`src/rtl/diff_freq_serial_in_pkg.sv`:
```
// Shared definitions for the dual-frequency serial link (receiver and transmitter).
package diff_freq_serial_in_pkg;

   // FSM state encoding shared by both ends of the link
   typedef enum logic {
      S_IDLE = 1'b0,
      S_DATA = 1'b1
   } state_t;

   // Default ticks per bit and its mid-point
   localparam int TICK_PER_BIT_DEF = 16;
   localparam int MID_TICK_DEF     = TICK_PER_BIT_DEF / 2;

   // Mid-bit tick index for a given oversampling ratio
   function automatic int mid_tick(input int tick_per_bit);
      return tick_per_bit / 2;
   endfunction

endpackage

```
`src/rtl/mod_m_counter.sv`:
```
// Free-running modulo-M counter; max_tick is high for one clock every M clocks.
module mod_m_counter #(
   parameter int M = 10
) (
   input  logic clk,
   input  logic rst_n,
   output logic max_tick
);

   localparam int N = (M > 1) ? $clog2(M) : 1;

   logic [N-1:0] cnt;

   // Wrap to zero after M-1
   always_ff @(posedge clk or negedge rst_n) begin
      if (!rst_n)                cnt <= '0;
      else if (cnt == N'(M - 1)) cnt <= '0;
      else                       cnt <= cnt + 1'b1;
   end

   assign max_tick = (cnt == N'(M - 1));

endmodule

```
`src/rtl/diff_freq_serial_in.sv`:
```
// Dual-frequency serial receiver: 2-flop synchronizer, selectable 10/20 kHz tick,
// mid-bit sampling, LSB-first deserialization into DATA_BIT-wide words.
// Optional build macro SERIAL_IN_MAJORITY_VOTE_EN: 2-of-3 vote over the ticks
// around mid-bit instead of a single sample.
module diff_freq_serial_in
   import diff_freq_serial_in_pkg::*;
#(
   parameter int DATA_BIT     = 16,
   parameter int TICK_PER_BIT = 16,
   parameter int TICK_10K_HZ  = 63,
   parameter int TICK_20K_HZ  = 31
) (
   input  logic                clk,
   input  logic                rst_n,
   input  logic                i_sel_freq,
   input  logic                i_start,
   input  logic                i_stop,
   input  logic                i_repeat,
   input  logic                i_serial,
   output logic [DATA_BIT-1:0] o_data,
   output logic                o_busy,
   output logic                o_done_tick
);

   localparam int TW  = $clog2(TICK_PER_BIT);
   localparam int BW  = $clog2(DATA_BIT);
   localparam int MID = mid_tick(TICK_PER_BIT);

   localparam logic [TW-1:0] TICK_LAST = TW'(TICK_PER_BIT - 1);
   localparam logic [BW-1:0] BIT_LAST  = BW'(DATA_BIT - 1);

   state_t                state;
   logic [TW-1:0]         tick_cnt;
   logic [BW-1:0]         bit_cnt;
   logic [DATA_BIT-1:0]   shreg;
   logic [DATA_BIT-1:0]   shreg_nxt;
   logic                  sync1, sync2;
   logic                  tick, tick_10k, tick_20k;
   logic                  data_tick;
   logic                  shift_en;
   logic                  new_bit;

   mod_m_counter #(.M(TICK_10K_HZ)) u_tick_10k (.clk(clk), .rst_n(rst_n), .max_tick(tick_10k));
   mod_m_counter #(.M(TICK_20K_HZ)) u_tick_20k (.clk(clk), .rst_n(rst_n), .max_tick(tick_20k));

   assign tick      = i_sel_freq ? tick_20k : tick_10k;
   assign data_tick = (state == S_DATA) && tick && !i_stop;

   // Bring the asynchronous line into the clock domain
   always_ff @(posedge clk or negedge rst_n) begin
      if (!rst_n) begin
         sync1 <= 1'b0;
         sync2 <= 1'b0;
      end else begin
         sync1 <= i_serial;
         sync2 <= sync1;
      end
   end

`ifdef SERIAL_IN_MAJORITY_VOTE_EN
   logic vote0, vote1;

   // Capture the two early votes; the third is the live sample at the shift tick
   always_ff @(posedge clk or negedge rst_n) begin
      if (!rst_n) begin
         vote0 <= 1'b0;
         vote1 <= 1'b0;
      end else if (data_tick) begin
         if (tick_cnt == TW'(MID - 1)) vote0 <= sync2;
         if (tick_cnt == TW'(MID))     vote1 <= sync2;
      end
   end

   assign shift_en = data_tick && (tick_cnt == TW'(MID + 1));
   assign new_bit  = (vote0 & vote1) | (vote0 & sync2) | (vote1 & sync2);
`else
   assign shift_en = data_tick && (tick_cnt == TW'(MID));
   assign new_bit  = sync2;
`endif

   // New bit enters at the MSB so the first (LSB) bit ends at bit 0.
   // Using the shifted value lets the last sample and word load share a tick.
   assign shreg_nxt = shift_en ? {new_bit, shreg[DATA_BIT-1:1]} : shreg;

   // Main FSM with counters, shift register and registered outputs
   always_ff @(posedge clk or negedge rst_n) begin
      if (!rst_n) begin
         state       <= S_IDLE;
         tick_cnt    <= '0;
         bit_cnt     <= '0;
         shreg       <= '0;
         o_data      <= '0;
         o_busy      <= 1'b0;
         o_done_tick <= 1'b0;
      end else begin
         o_done_tick <= 1'b0;
         shreg       <= shreg_nxt;
         if (i_stop) begin
            state  <= S_IDLE;
            o_busy <= 1'b0;
         end else begin
            case (state)
               S_IDLE: begin
                  if (i_start) begin
                     tick_cnt <= '0;
                     bit_cnt  <= '0;
                     state    <= S_DATA;
                     o_busy   <= 1'b1;
                  end
               end
               S_DATA: begin
                  if (tick) begin
                     if (tick_cnt == TICK_LAST) begin
                        tick_cnt <= '0;
                        if (bit_cnt == BIT_LAST) begin
                           o_data      <= shreg_nxt;
                           o_done_tick <= 1'b1;
                           bit_cnt     <= '0;
                           if (!i_repeat) begin
                              state  <= S_IDLE;
                              o_busy <= 1'b0;
                           end
                        end else begin
                           bit_cnt <= bit_cnt + 1'b1;
                        end
                     end else begin
                        tick_cnt <= tick_cnt + 1'b1;
                     end
                  end
               end
               default: state <= S_IDLE;
            endcase
         end
      end
   end

endmodule

```
`config.mk`:
```
export PLATFORM = sky130hd
export DESIGN_NAME = diff_freq_serial_in
export DESIGN_NICKNAME = d
export VERILOG_FILES = /design/src/rtl/diff_freq_serial_in_pkg.sv /design/src/rtl/mod_m_counter.sv /design/src/rtl/diff_freq_serial_in.sv
export SDC_FILE = /design/constraint.sdc
export NUM_CORES = 1
export LEC_CHECK = 0
export BUFFER_PORTS_ARGS = -buffer_cell sky130_fd_sc_hd__buf_2
export CORE_MARGIN = 10
export CORE_UTILIZATION = 23
export DETAILED_ROUTE_END_ITERATION = 7
export GPL_TIMING_DRIVEN = 1
export MAX_ROUTING_LAYER = met4
export PLACE_DENSITY = 0.46
export REMOVE_ABC_BUFFERS = 1
export SETUP_SLACK_MARGIN = 0.1
export SKIP_LAST_GASP = 1
export SLEW_MARGIN = 20
export SYNTH_ARGS = -nofsm -noshare
export SYNTH_HDL_FRONTEND = slang
export SYNTH_SLANG_ARGS = --single-unit
```
`constraint.sdc`:
```
create_clock -name clk -period 2.9 [get_ports clk]
set_input_delay 0.435 -clock clk [delete_from_list [all_inputs] [get_ports clk]]
set_output_delay 0.435 -clock clk [all_outputs]
set_load 0.02 [all_outputs]
```
==> results.toml, run 1 <==
[drt]
vias = 1681
drcViolationCount = 0
dr.pass1.iters = 4
first_iter_violations = 86
wl_mm = 4.852
antenna_left = 0
wl_per_cell_um = 12.47
via_per_inst = 4.321

[global_route]
grt_pass1_vias = 1692
grt_pass1_wl_mm = 8.459
grt-ovfl-total = 0
antenna_found_initial = 0
grt_max_degree = 26
grt_util_all_layers = 0.06475

[setup_path]
required_ns = 3.08
path_cells = "inv_1, ha_1, and4_1, a32oi_4, or4_1, buf_4, mux2_4"
max_stage_delay_ns = 0.53
cp_slowest_cell = "or4_1"
crit_buf_inv = 2
path_delay_family = "simple AND/OR/NAND/NOR gates"
cp_data_arrival_time_ns = 2.49
worst_setup_path_start_kind = "register"
crit_fanout = 17
crit_path_end_kind = "register"
crit_type = "register to register"

[pwr]
switchingPower_w = 0.0003454
pwr-share-seq = 0.550
p_clk_frac = 0.405
peakVddDrop_v = 0.0002193
p_per_area_mw_per_mm2 = 488.1
switching_share = 0.2322
p_int_w = 0.001142
leakage_nw = 1.555
pwr-share-comb = 0.045

[logic_synthesis]
synth.top_cell.area_share = 0.5296
synth_top_area_cell = "dfrtp_1"
ys_top_cells_by_area = "dfrtp_1 (53%), mux2_2 (9.8%), mux2_4 (5.1%)"
synth-seq-area-share = 0.5296
synthCells = 219
async_reset_ff_frac = 1.000
ys_warn_count = 0
synth_edf_count = 0
ys_ff_latch = 56
synth_flop_cell = "dfrtp_1"
syn_area_per_cell_um2 = 12.08
netlist_area_mm2 = 0.002646
yosysUniqueCellTypes = 41

[sta]
max_freq_ghz = 0.4337
post-route-period-util = 0.7951
grt_setup_unrepaired = "no"
layout_min_cycle_time_ns = 2.306
maxSlewHeadroom = 0.4003
hold_viol = 0
final.setup.tns_ns = 0
finalSetupViolCount = 0
slew_viol_final = 0
fin_skew_ns = 0.01013
setup_slack_ns = 0.5942
worstMarginPinSlew_ns = 0.8976

[finish]
drive_above_1_share = 0.2927
num_antenna_cells = 0
area_growth_pct = 15.18
fin_area_mm2 = 0.003048
final_net_count = 259
post-route-util = 0.2692

[place]
place_ws_ns = 0.5671
place_area_mm2 = 0.002902
dp.final_hpwl_mm = 3.464
port_buffers = 24
place_congestion = 0.7308

[clock_network]
cts_max_path_buffers = 2
htreeDepth = 2
cts_setup_buffers = 0
cts_resized = 0
cts_tree = "done"
cts_hold_buf = 0
clkTransAtPathRegs_ns = 0.07
cts_root_buffer = "clkbuf_16"
clock_latency_ns = 0.30
cts_sinks = 56
tritoncts.num_buffers = 5

[run_status]
status = "completed"

[floorplan]
initial_utilization = 0.2338
rows = 39
io_pins = 25
die_h_um = 127.3
core_mm2 = 0.01132
dieArea_mm2 = 0.01620
die_w_um = 127.3

[hold_path]
hp-class = "primary input to asynchronous set/reset pin"

[job]
max-cap-violations = 0
Yosys cell counts, drive strengths merged, types with 3 or more instances:
cell,count
a21oi,9
buf,5
clkbuf,4
dfrtp,56
ha,7
inv,7
mux2,32
mux2i,4
nand2,12
nand2b,17
nand3,10
nor2,14
o21ai,8
xor2,3
power groups by stage:
stage | logic [W] | clock network (W) | registers (W)
2_1_floorplan | 0.0000355 | 0 | 0.000829
3_5_place_dp | 0.0000686 | 0 | 0.000834
3_3_place_gp | 0.0000688 | 0 | 0.000834
4_1_cts | 0.0000691 | 0.000636 | 0.000818
5_1_grt | 0.0000786 | 0.000669 | 0.000822
6_report | 0.0000667 | 0.000602 | 0.000819
per-stage QoR:
step	std cells	hold slack [ns]	power, W
4_1_cts	389	0.1542	0.001523
5_1_grt	389	0.1831	0.001570
6_report	389	0.1350	0.001488
2_1_floorplan	210	0.1394	0.0008645
3_5_place_dp	381	0.3463	0.0009026
3_3_place_gp	381	0.3425	0.0009024
worst paths after layout:
path                                             start                          end  slack, ns  cells past startpoint
min in group clk                              i_serial              sync1$_DFF_PN0_       0.24                      1
setup reg to reg           u_tick_20k.cnt[0]$_DFF_PN0_       o_data[13]$_DFFE_PN0P_       0.59                      7
setup / recovery           u_tick_20k.cnt[0]$_DFF_PN0_       o_data[13]$_DFFE_PN0P_       0.59                      7
hold / removal                                   rst_n  u_tick_20k.cnt[2]$_DFF_PN0_       0.14                      1
hold reg to reg                        sync1$_DFF_PN0_            new_bit$_DFF_PN0_       0.36                      0
max in group asynchronous                        rst_n        o_data[3]$_DFFE_PN0P_       2.12                      2
final cells by class:
cell class / instances / area, um^2
Inverter: 7 / 26.28
Timing Repair Buffer: 28 / 150.1
Multi-Input combinational cell: 147 / 1145
Clock inverter: 3 / 21.27
Clock buffer: 5 / 125.1
Tap cell: 143 / 178.9
Fill cell: 1220 / 8273
Sequential cell: 56 / 1401
registers in the layout, indices dropped and copies added (netlist names):
signal	cells
tick_cnt	4
bit_cnt	4
u_tick_20k.cnt	5
shreg	16
sync1	1
o_data	16
new_bit	1
o_done_tick	1
state	1
o_busy	1
u_tick_10k.cnt	6
cells in the final DEF, fill, tap and decap left out, types with 3 or more instances in the layout:
cell | netlist | final
clkbuf_16 | 0 | 5
mux2_2 | 23 | 23
o21ai_0 | 8 | 8
nand3_1 | 10 | 10
dfrtp_1 | 56 | 56
nand2_1 | 12 | 12
inv_1 | 7 | 7
buf_4 | 0 | 4
a21oi_1 | 9 | 9
xor2_1 | 3 | 3
mux2_4 | 9 | 9
nor2_1 | 14 | 14
ha_1 | 7 | 7
buf_2 | 1 | 24
mux2i_1 | 4 | 4
nand2b_1 | 17 | 17
routing by layer:
layer	wire (um)	track usage	part of all wire
met1	2417	0.08133	0.50
met2	2155	0.09459	0.44
met3	207	0.02109	0.043
met4	72	0.02411	0.015
met5	0	-	0
cells by family (layout without fill, tap and decap cells):
| kind of cell | Yosys count | in the layout | synth area share |
|---|---|---|---|
| adders and majority gates | 7 | 7 | 0.03310 |
| muxes | 36 | 36 | 0.1641 |
| AOI/OAI and AO/OA | 29 | 29 | 0.07707 |
| buffers and inverters | 16 | 43 | 0.03782 |
| DFF | 56 | 56 | 0.5295 |
| xor gates and xnor gates | 5 | 5 | 0.01655 |
| and+or+nand+nor | 70 | 70 | 0.1418 |
(Power assumes the default switching activity.)
==> inputs of run 2 (changes only) <==
clock period = 2.3 ns   (was 2.9 ns; I/O delays follow)
==> run 2 against run 1 <==
Net effect: clock skew shrank 0.0059 ns; sequential power grew 26%; highest routed layer unchanged; routed wire length grew 3.1%; clock power grew 28%; non-clock buffer count grew 5; flip-flop and latch count is the same; register-to-register slack lost 0.41 ns; die area is the same; cell count grew 1.3%; hold slack lost 0.11 ns.
==> results.toml, run 2 (same netlist as run 1, synthesis figures left out) <==
[setup_path]
cp_slowest_cell = "or4_4"
r2r_start = "u_tick_20k.cnt[0]$_DFF_PN0_"
rr_worst_depth = 7
worst_setup_path_start_kind = "register"
crit_buf_inv = 2
path_cells = "inv_1, ha_1, and4_4, a32oi_4, or4_4, buf_12, mux2_4"
max_stage_delay_ns = 0.56
timing.rr.end = "o_data[9]$_DFFE_PN0P_"
crit_type = "register to register"
rrSetupSlack_ns = 0.19
cp_data_arrival_time_ns = 2.30
crit_fanout = 17
path_delay_family = "simple AND/OR/NAND/NOR gates"
crit_path_end_kind = "register"
required_ns = 2.48

[clock_network]
clkTransAtPathRegs_ns = 0.07
htreeDepth = 2
cts_tree = "done"
cts_setup_buffers = 0
clock_latency_ns = 0.29
cts_sinks = 56
tritoncts.num_buffers = 5
cts_max_path_buffers = 2
cts_root_buffer = "clkbuf_16"

[drt]
antenna_left = 0
first_iter_violations = 46
drcViolationCount = 0
vias = 1708
via_per_inst = 4.335
wl_mm = 5.004
wl_per_cell_um = 12.70
dr.pass1.iters = 4

[floorplan]
die_w_um = 127.3
rows = 39
die_h_um = 127.3
core_mm2 = 0.01132
initial_utilization = 0.2338
io_pins = 25
dieArea_mm2 = 0.01620

[sta]
final.setup.tns_ns = 0
slew_viol_final = 0
worstMarginPinSlew_ns = 0.5275
post-route-period-util = 0.9194
hold_viol = 0
fin_skew_ns = 0.004209
grt_setup_unrepaired = "no"
max_freq_ghz = 0.4729
maxSlewHeadroom = 0.6483
layout_min_cycle_time_ns = 2.115
finalSetupViolCount = 0
setup_slack_ns = 0.1855

[global_route]
grt_max_degree = 24
grt_pass1_wl_mm = 8.418
grt-ovfl-total = 0
antenna_found_initial = 0
grt_util_all_layers = 0.06377
grt_pass1_vias = 1667

[place]
place_area_mm2 = 0.002952
place_congestion = 0.7510
port_buffers = 24
place_ws_ns = 0.1291
dp.final_hpwl_mm = 3.556

[finish]
drive_above_1_share = 0.3147
final_common_cell = "dfrtp_1"
post-route-util = 0.2745
num_antenna_cells = 0
layout_common_cells = "dfrtp_1 (56), buf_2 (24), mux2_2 (23)"
area_growth_pct = 17.45
final_net_count = 264
fin_area_mm2 = 0.003108
top_regs = "o_data: 16 flops, shreg: 16 flops, u_tick_10k.cnt: 6 flops"

[pwr]
p_per_area_mw_per_mm2 = 608.3
peakVddDrop_v = 0.0002747
p_total_w = 0.001891
leakage_nw = 1.589

[job]
max-cap-violations = 0

[hold_path]
hp-class = "primary input to asynchronous set/reset pin"

[run_status]
status = "completed"
-- run 2: cell type report --
cell class | instances | area [um^2]
clock buffer | 5 | 125.1
tap | 143 | 178.9
fill | 1214 | 8213
clock inverter | 3 | 21.27
timing repair buffer | 33 | 200.2
multi-input combinational | 147 | 1155
sequential | 56 | 1401
inverter | 7 | 26.28
-- run 2: worst register-to-register path, delay by kind of cell, from the launching register on --
kind,cells,cell delay (ns)
AND/OR/NAND/NOR,2,0.81
flip-flops,1,0.41
multiplexers,1,0.30
buffers and inverters,2,0.25
adder cells (fa/ha/maj),1,0.17
AO/OA/AOI/OAI,1,0.06
-- run 2: routing by layer --
layer | global-route usage | routed length, um | up-vias
met5 | - | 0 | -
met4 | 0.02009 | 56 | 0
met3 | 0.01861 | 158 | 7
met2 | 0.09671 | 2302 | 21
met1 | 0.07983 | 2486 | 849
li1 | - | - | 831
-- run 2: how the worst max path moves through the flow --
stage / startpoint / to / slack (ns) / depth (start not counted)
4_1_cts: u_tick_20k.cnt[0]$_DFF_PN0_ / o_data[9]$_DFFE_PN0P_ / 0.12 / 7
3_3_place_gp: u_tick_20k.cnt[0]$_DFF_PN0_ / o_data[9]$_DFFE_PN0P_ / 0.18 / 7
3_5_place_dp: u_tick_20k.cnt[0]$_DFF_PN0_ / o_data[15]$_DFFE_PN0P_ / 0.13 / 7
2_1_floorplan: u_tick_20k.cnt[0]$_DFF_PN0_ / o_data[10]$_DFFE_PN0P_ / -0.11 / 6
6_report: u_tick_20k.cnt[0]$_DFF_PN0_ / o_data[9]$_DFFE_PN0P_ / 0.19 / 7
5_1_grt: u_tick_20k.cnt[0]$_DFF_PN0_ / o_data[11]$_DFFE_PN0P_ / 0.12 / 7
-- run 2: power by group --
part	internal [W]	switching (W)
combinational	0.0000350	0.0000589
clock	0.000406	0.000361
sequential	0.00100	0.0000267
-- run 2: what timing repair did --
item	in CTS	in global routing
gates resized for setup	0	4
hold buffers	0	0
setup endpoints to repair	0	32
-- run 2: through the flow --
stage	hold slack, ns	cells
after floorplan	0.04941	210
after detailed placement	0.3393	386
after global placement	0.3383	386
final	0.02359	394
after CTS	0.04910	394
after global routing	0.07102	394
